==> src/rtl/taus_pkg.sv <==
`default_nettype none
// ============================================================================
// Module      : taus_pkg
// Description : Constants shared by the Tausworthe link scrambler and
//               descrambler: per-component shift/mask parameters, default
//               seeds, the receive FSM state encoding and the header seeding
//               helper.
// Revision    : 1.0 - initial release
// ============================================================================
package taus_pkg;

    // Component 1
    localparam int unsigned c_C1_L1   = 13;
    localparam int unsigned c_C1_L2   = 12;
    localparam int unsigned c_C1_R    = 19;
    localparam logic [31:0] c_C1_MASK = 32'hFFFF_FFFE;
    localparam logic [31:0] c_C1_SEED = 32'hFFFF_FFFF;

    // Component 2
    localparam int unsigned c_C2_L1   = 2;
    localparam int unsigned c_C2_L2   = 4;
    localparam int unsigned c_C2_R    = 25;
    localparam logic [31:0] c_C2_MASK = 32'hFFFF_FFF8;
    localparam logic [31:0] c_C2_SEED = 32'hCCCC_CCCC;

    // Component 3
    localparam int unsigned c_C3_L1   = 3;
    localparam int unsigned c_C3_L2   = 17;
    localparam int unsigned c_C3_R    = 11;
    localparam logic [31:0] c_C3_MASK = 32'hFFFF_FFF0;
    localparam logic [31:0] c_C3_SEED = 32'h00FF_00FF;

    typedef enum logic [0:0] {
        SYNC    = 1'b0,
        PAYLOAD = 1'b1
    } taus_state_e;

    // A seed whose masked bits are all zero would lock the component at zero,
    // so such a seed is replaced by the component default.
    function automatic logic [31:0] taus_seed(input logic [31:0] dflt,
                                              input logic [31:0] mask,
                                              input logic [31:0] hdr);
        logic [31:0] s;
        s = dflt ^ hdr;
        return ((s & mask) == 32'h0) ? dflt : s;
    endfunction

endpackage
`default_nettype wire

==> src/rtl/taus_component_next.sv <==
`default_nettype none
// ============================================================================
// Module      : taus_component_next
// Description : Combinational single-step update of one Tausworthe component:
//                 b  = ((s << L1) ^ s) >> R
//                 s' = ((s & C) << L2) ^ b
// Ports       : i_state - current component state (32 bit)
//               o_state - next component state (32 bit)
// Revision    : 1.0 - initial release
// ============================================================================
module taus_component_next #(
    parameter int unsigned L1 = 13,
    parameter int unsigned L2 = 12,
    parameter int unsigned R  = 19,
    parameter logic [31:0] C  = 32'hFFFF_FFFE
) (
    input  logic [31:0] i_state,
    output logic [31:0] o_state
);

    logic [31:0] w_mix;
    logic [31:0] w_b;

    assign w_mix   = (i_state << L1) ^ i_state;
    assign w_b     = w_mix >> R;
    assign o_state = ((i_state & C) << L2) ^ w_b;

endmodule
`default_nettype wire

==> src/rtl/taus_descrambler.sv <==
`default_nettype none
// ============================================================================
// Module      : taus_descrambler
// Description : Receive-side descrambler for the 32-bit Tausworthe link.
//               Each frame header reseeds a three-component combined
//               Tausworthe generator; each payload word is XORed with the
//               next keystream word. One-entry output register with
//               valid/ready handshake, 1-cycle latency, 1 word/cycle.
// Ports       : clk, rst                   - clock, synchronous active-high reset
//               in_valid/in_ready/in_data/in_sof   - framed scrambled input
//               out_valid/out_ready/out_data/out_last - plaintext output
//               frame_err                  - 1-cycle protocol error pulse
//               frame_cnt, err_cnt         - saturating statistics
// Config      : TAUS_DESCR_STATS_EN - when defined, frame_cnt/err_cnt are
//               implemented; otherwise they are tied to zero.
// Revision    : 1.0 - initial release
// ============================================================================
module taus_descrambler
    import taus_pkg::*;
#(
    parameter int unsigned FRAME_LEN = 16,
    parameter int unsigned STAT_W    = 16
) (
    input  logic              clk,
    input  logic              rst,
    input  logic              in_valid,
    output logic              in_ready,
    input  logic [31:0]       in_data,
    input  logic              in_sof,
    output logic              out_valid,
    input  logic              out_ready,
    output logic [31:0]       out_data,
    output logic              out_last,
    output logic              frame_err,
    output logic [STAT_W-1:0] frame_cnt,
    output logic [STAT_W-1:0] err_cnt
);

    localparam logic [15:0] c_LAST = 16'(FRAME_LEN - 1);

    taus_state_e r_state;
    taus_state_e w_state_nxt;

    logic [31:0] r_s1, r_s2, r_s3;
    logic [31:0] w_n1, w_n2, w_n3;
    logic [15:0] r_cnt;
    logic        r_out_valid;
    logic [31:0] r_out_data;
    logic        r_out_last;
    logic        r_frame_err;

    logic        w_accept;
    logic        w_load_seed;
    logic        w_advance;
    logic        w_err;
    logic        w_frame_done;

    // Ready only depends on the output register; it stays high in SYNC so
    // headers and junk words are always consumed.
    assign in_ready = !r_out_valid || out_ready;
    assign w_accept = in_valid && in_ready;

    taus_component_next #(.L1(c_C1_L1), .L2(c_C1_L2), .R(c_C1_R), .C(c_C1_MASK))
        u_c1 (.i_state(r_s1), .o_state(w_n1));
    taus_component_next #(.L1(c_C2_L1), .L2(c_C2_L2), .R(c_C2_R), .C(c_C2_MASK))
        u_c2 (.i_state(r_s2), .o_state(w_n2));
    taus_component_next #(.L1(c_C3_L1), .L2(c_C3_L2), .R(c_C3_R), .C(c_C3_MASK))
        u_c3 (.i_state(r_s3), .o_state(w_n3));

    // ------------------------------------------------------------------
    // FSM: state register
    // ------------------------------------------------------------------
    always_ff @(posedge clk) begin
        if (rst) begin
            r_state <= SYNC;
        end else begin
            r_state <= w_state_nxt;
        end
    end

    // ------------------------------------------------------------------
    // FSM: next state
    // ------------------------------------------------------------------
    always_comb begin
        w_state_nxt = r_state;
        case (r_state)
            SYNC: begin
                if (w_accept && in_sof) begin
                    w_state_nxt = PAYLOAD;
                end
            end
            PAYLOAD: begin
                // An early header keeps us in PAYLOAD with a fresh seed.
                if (w_accept && !in_sof && (r_cnt == c_LAST)) begin
                    w_state_nxt = SYNC;
                end
            end
            default: w_state_nxt = SYNC;
        endcase
    end

    // ------------------------------------------------------------------
    // FSM: decoded actions
    // ------------------------------------------------------------------
    always_comb begin
        w_load_seed  = 1'b0;
        w_advance    = 1'b0;
        w_err        = 1'b0;
        w_frame_done = 1'b0;
        case (r_state)
            SYNC: begin
                w_load_seed = w_accept && in_sof;
                w_err       = w_accept && !in_sof;
            end
            PAYLOAD: begin
                w_load_seed  = w_accept && in_sof;
                w_err        = w_accept && in_sof;
                w_advance    = w_accept && !in_sof;
                w_frame_done = w_accept && !in_sof && (r_cnt == c_LAST);
            end
            default: begin
                w_load_seed = 1'b0;
            end
        endcase
    end

    // ------------------------------------------------------------------
    // Generator state, payload counter and output register
    // ------------------------------------------------------------------
    always_ff @(posedge clk) begin
        if (rst) begin
            r_s1        <= c_C1_SEED;
            r_s2        <= c_C2_SEED;
            r_s3        <= c_C3_SEED;
            r_cnt       <= 16'd0;
            r_out_valid <= 1'b0;
            r_out_data  <= 32'h0;
            r_out_last  <= 1'b0;
            r_frame_err <= 1'b0;
        end else begin
            r_frame_err <= w_err;

            if (w_load_seed) begin
                r_s1  <= taus_seed(c_C1_SEED, c_C1_MASK, in_data);
                r_s2  <= taus_seed(c_C2_SEED, c_C2_MASK, in_data);
                r_s3  <= taus_seed(c_C3_SEED, c_C3_MASK, in_data);
                r_cnt <= 16'd0;
            end else if (w_advance) begin
                r_s1  <= w_n1;
                r_s2  <= w_n2;
                r_s3  <= w_n3;
                r_cnt <= w_frame_done ? 16'd0 : r_cnt + 16'd1;
            end

            // A header accept may coincide with the pending word draining;
            // only a payload accept refills the register.
            if (w_advance) begin
                r_out_valid <= 1'b1;
                r_out_data  <= in_data ^ w_n1 ^ w_n2 ^ w_n3;
                r_out_last  <= w_frame_done;
            end else if (out_ready) begin
                r_out_valid <= 1'b0;
            end
        end
    end

    assign out_valid = r_out_valid;
    assign out_data  = r_out_data;
    assign out_last  = r_out_last;
    assign frame_err = r_frame_err;

    // ------------------------------------------------------------------
    // Statistics
    // ------------------------------------------------------------------
`ifdef TAUS_DESCR_STATS_EN
    logic [STAT_W-1:0] r_frame_cnt;
    logic [STAT_W-1:0] r_err_cnt;

    always_ff @(posedge clk) begin
        if (rst) begin
            r_frame_cnt <= '0;
            r_err_cnt   <= '0;
        end else begin
            if (w_frame_done && (r_frame_cnt != '1)) begin
                r_frame_cnt <= r_frame_cnt + 1'b1;
            end
            if (w_err && (r_err_cnt != '1)) begin
                r_err_cnt <= r_err_cnt + 1'b1;
            end
        end
    end

    assign frame_cnt = r_frame_cnt;
    assign err_cnt   = r_err_cnt;
`else
    assign frame_cnt = '0;
    assign err_cnt   = '0;
`endif

endmodule
`default_nettype wire

==> config.mk <==
export PLATFORM = sky130hd
export DESIGN_NAME = taus_descrambler
export DESIGN_NICKNAME = d
export VERILOG_FILES = /design/src/rtl/taus_pkg.sv /design/src/rtl/taus_component_next.sv /design/src/rtl/taus_descrambler.sv
export SDC_FILE = /design/constraint.sdc
export NUM_CORES = 1
export LEC_CHECK = 0
export CAP_MARGIN = 5
export CORE_AREA = 2 2 133 135
export CTS_CLUSTER_DIAMETER = 60
export CTS_CLUSTER_SIZE = 25
export DETAILED_ROUTE_END_ITERATION = 12
export DIE_AREA = 0 0 135 137
export MAX_ROUTING_LAYER = met4
export PLACE_DENSITY = 0.68
export SYNTH_ARGS = -nofsm -noshare
export SYNTH_HDL_FRONTEND = slang
export SYNTH_HIERARCHICAL = 1
export SYNTH_SLANG_ARGS = --single-unit
==> constraint.sdc <==
create_clock -name clk -period 3.3 [get_ports clk]
set_input_delay 0.66 -clock clk [delete_from_list [all_inputs] [get_ports clk]]
set_output_delay 0.66 -clock clk [all_outputs]
set_load 0.01 [all_outputs]
### Word-level counts from Yosys, hierarchy flattened

Cells that the tools add are included.

* bits in registers: 148
* bits of input ports: 37
* logic and storage cells: 55

* add/sub/neg operators: 1
* multiplexer cells: 18
* bitwise logic cells: 13
* reduce and logical (&&, ||, !) cells: 13
* equality and inequality tests: 1

Operators by type and width (number)
* 2-to-1 mux 32 bit: 9
* XOR 32 bit: 6
* zero test 32 bit: 3
* NOT 16 bit: 2
* NOT 32 bit: 1
* XOR 32 x 13 -> 32 bit: 1
* XOR 32 x 21 -> 32 bit: 1
* XOR 32 x 7 -> 32 bit: 1
* adder 16 x 1 -> 16 bit, second input constant: 1
* == test 16 x 4 -> 1 bit, second input constant: 1
* 2-to-1 mux 16 bit: 1
* 2-to-1 mux 1 bit: 6
* logical AND 1 bit: 4
* one-hot mux 1 bit (2 select lines): 2
* nonzero test 2 bit: 2
* zero test 1 bit: 2
* OR reduction 2 bit: 1
* logical OR 1 bit: 1
* NOT 1 bit: 1

### Logic depth before layout (Yosys ltp)

* word-level depth: 7
* depth in mapped cells: 8

### Hierarchy

The synthesis kept the hierarchy.

By module, submodules not included
* taus_descrambler: instances 1, seq. area each 2962.8 µm², area an instance 7226.9 µm², cells each 785
* taus_component_next at u_c3: instances 1, seq. area each 0.0 µm², area an instance 266.5 µm², cells each 32
* taus_component_next at u_c1: instances 1, seq. area each 0.0 µm², area an instance 256.5 µm², cells each 32
* taus_component_next at u_c2: instances 1, seq. area each 0.0 µm², area an instance 249.0 µm², cells each 32

### Least setup slack after synthesis

OpenSTA, ideal clock, no wires.

* path kind: input to register
* start: input in_data[10]
* end: register r_s3[0]
* arrival time: 2228 ps
* setup slack: 993 ps
* library setup time: 79 ps
* path buffers: 1
* cell stages on the path: 5
* cell sequence: clkbuf_1 or4_1 nor4_2 nand2_1 a32oi_1

* longest elaborated chain between the ends: 3

RTL lines
* start, declared: RTL line taus_descrambler.sv:28 `input logic [31:0] in_data,`
* zero test 32 bit: RTL line taus_pkg.sv:45 `return ((s & mask) == 32'h0) ? dflt : s;`
* 2-to-1 mux 32 bit: RTL line taus_pkg.sv:45
* 2-to-1 mux 32 bit: RTL line taus_descrambler.sv:143 `if (w_load_seed) begin`
* end signal, assigned: RTL line taus_descrambler.sv:134 `r_s3 <= c_C3_SEED;`
* end signal, assigned: RTL line taus_descrambler.sv:146 `r_s3 <= taus_seed(c_C3_SEED, c_C3_MASK, in_data);`
* end signal, assigned: RTL line taus_descrambler.sv:151 `r_s3 <= w_n3;`
* end, declared: RTL line taus_descrambler.sv:44 `logic [31:0] r_s1, r_s2, r_s3;`

Every way passes these cells.
A chain may end at the register's enable or synchronous reset.

### Final worst setup path

* start: input out_ready
* end: output in_ready

* longest elaborated chain between the ends: 1

RTL lines
* start, declared: RTL line taus_descrambler.sv:31 `input logic out_ready,`
* logical OR 1 bit: RTL line taus_descrambler.sv:60 `assign in_ready = !r_out_valid || out_ready;`
* end, declared: RTL line taus_descrambler.sv:27 `output logic in_ready,`

Every way passes these cells.

==> run metrics <==
Die X=135 um; IO Pins=105; htree depth=4; Max VDD drop=0.3651 mV; pins over their slew limit=0; CP dominant cell by count=clkdlybuf4s50_1; final net count=905; Final TNS setup=0 ns; via count=6,439; DP HPWL=15,600 um; row cnt=48; reg2reg setup slack=1.44 ns; WL/cell=19.59 um; Worst Path Max Fanout=15; CP required=2.64 ns; reg2reg path depth=5; DR vias/cell=5.827; Worst path top cell family by delay=buffers and inverters; First DRT Iteration DRCs=793; Clock transition at path regs=0.05 ns; RR Startpoint=out_valid; Layout area overhead=16.09%; worst path bufs/invs=3; clk root buf=clkbuf_16; Worst slew margin=0.3997; ant diodes=0; Critical Path Sink Type=output pin; DRT antenna net count=0; PostCTS Resize Cnt=0; total routed wirelength=21,650 um; status=completed; total power=4842 uW; hold-critical path endpoint=r_cnt[1]; total gr overflow=0; DR WL met2=9140 um; clk sink count=140; FMAX=372.8 MHz; DRC violations left=0; mean post-synth cell area=8.966 sq um; M1 WL=9709 um; GRT Util Overall=0.2452; hold_sp=r_cnt[1]; core footprint=0.01706 sq mm; largest net degree at the start of global routing=80; fraction of layout cells with a size suffix above 1=0.08409; CP max stage cell=clkdlybuf4s50_1; routed wl met3=2326 um; leakage=0.002954 uW; Hold Violations, Final=0; Worst Skew=0.008362 ns; gate count of the mapped netlist=857; Max clock buf depth=2; first-pass iteration count of the detailed router=5; Final min period=2.683 ns; Final Wtd Congestion=0.9523; Final Cycle Share=0.8129; height of the die=137 um; Initial Utilization=0.4505; worst skew pair latency=0.43 ns; slew of the pin with the lowest slew margin=0.9004 ns; max cap viols=0; final setup fails=0; max incr delay on CP=0.56 ns; yosys warns=6; worst hold path type=flip-flop to flip-flop; Mapped Area=0.007684 sq mm; critical path cell sequence=clkdlybuf4s50_1 > nand2b_1 > buf_4 > clkdlybuf4s50_1; Inserted Clock Buffers=17; DR top layer=met4; RSZ-0062 raised after global routing=false; hold depth=2; crit path launch type=primary input; Levels on crit path=4; CTS tree=yes; initial antenna violation count=0; critical path class=primary input to output pin; IO buf count=72; vias in the first global route=5,749; die area=0.01850 sq mm; RR Endpoint=r_s1[26]; first-pass GRT wire length=33,480 um; hold_buf cts=0; Power Dens Cells=542.8 mW/mm^2; post-CTS setup buffer count=0; Arr. time, crit path=2.02 ns
-- worst register-to-register path, stage by stage (launching register included) --
cell	delay, ns
dfxtp_1	0.30
nand2b_1	0.09
and4_1	0.31
a21boi_1	0.65
buf_4	0.28
a22oi_1	0.09
-- layer usage --
metal / global-route usage / vias up
li1: - / 2999
met1: 0.3387 / 3053
met2: 0.3359 / 336
met3: 0.08333 / 51
met4: 0.07523 / 0
met5: - / -
-- through the flow --
step / util / instances / hold slack (ns) / worst slack [ns] / area, sq um
4_1_cts: 0.5230 / 1105 / 0.4726 / 0.6115 / 8920
5_1_grt: 0.5230 / 1105 / 0.4976 / 0.5608 / 8920
3_5_place_dp: 0.4839 / 1073 / 0.4652 / 0.3928 / 8254
2_1_floorplan: - / 888 / 0.4482 / 1.042 / 7800
3_3_place_gp: 0.4839 / 1073 / 0.4611 / 0.4368 / 8254
6_report: 0.5230 / 1105 / 0.4712 / 0.6174 / 8920
-- cells in the final DEF, fill, tap and decap left out, types with 8 or more instances in the layout --
cell type and count:
a311oi_1 30, conb_1 32, a32oi_1 30, xor2_1 44, clkdlybuf4s50_1 71, buf_4 33
o22ai_1 14, xnor2_1 96, mux2i_1 38, nor2_1 60, nand2_1 73, clkbuf_16 17
o21ai_0 13, nand4_1 19, dfxtp_1 140, a211oi_1 32, or4_1 8, a21oi_1 14
a22oi_1 22
-- sequential cells by signal, indices dropped and copies added, names as in the netlist --
register and cells:
out_valid 1, frame_err 1, out_data 32, r_s3 28, out_last 1, r_cnt 16
r_state 1, r_s2 29, r_s1 31
-- final cells by class --
class / instances / area [sq um]
clock buffers: 21 / 450.4
clock inverters: 11 / 215.2
fillers: 1581 / 8137
inverters: 2 / 7.507
multi-input cells: 597 / 4119
flip-flops and latches: 140 / 2803
well taps: 225 / 281.5
repair buffers: 109 / 1044
-- worst max-delay path by stage --
stage	start	end	slack (ns)
after global placement	in_data[24]	r_s2[10]	0.44
after global routing	out_ready	in_ready	0.56
after floorplan	in_data[24]	r_s2[10]	1.04
final	out_ready	in_ready	0.62
after CTS	out_ready	in_ready	0.61
after detailed placement	in_data[24]	r_s2[19]	0.39
-- power breakdown --
part | internal (uW) | total (uW) | switching (uW)
clock network | 1440 | 2180 | 745
logic | 346 | 782 | 436
registers | 1780 | 1880 | 102
Power figures use the tool's default switching activity.
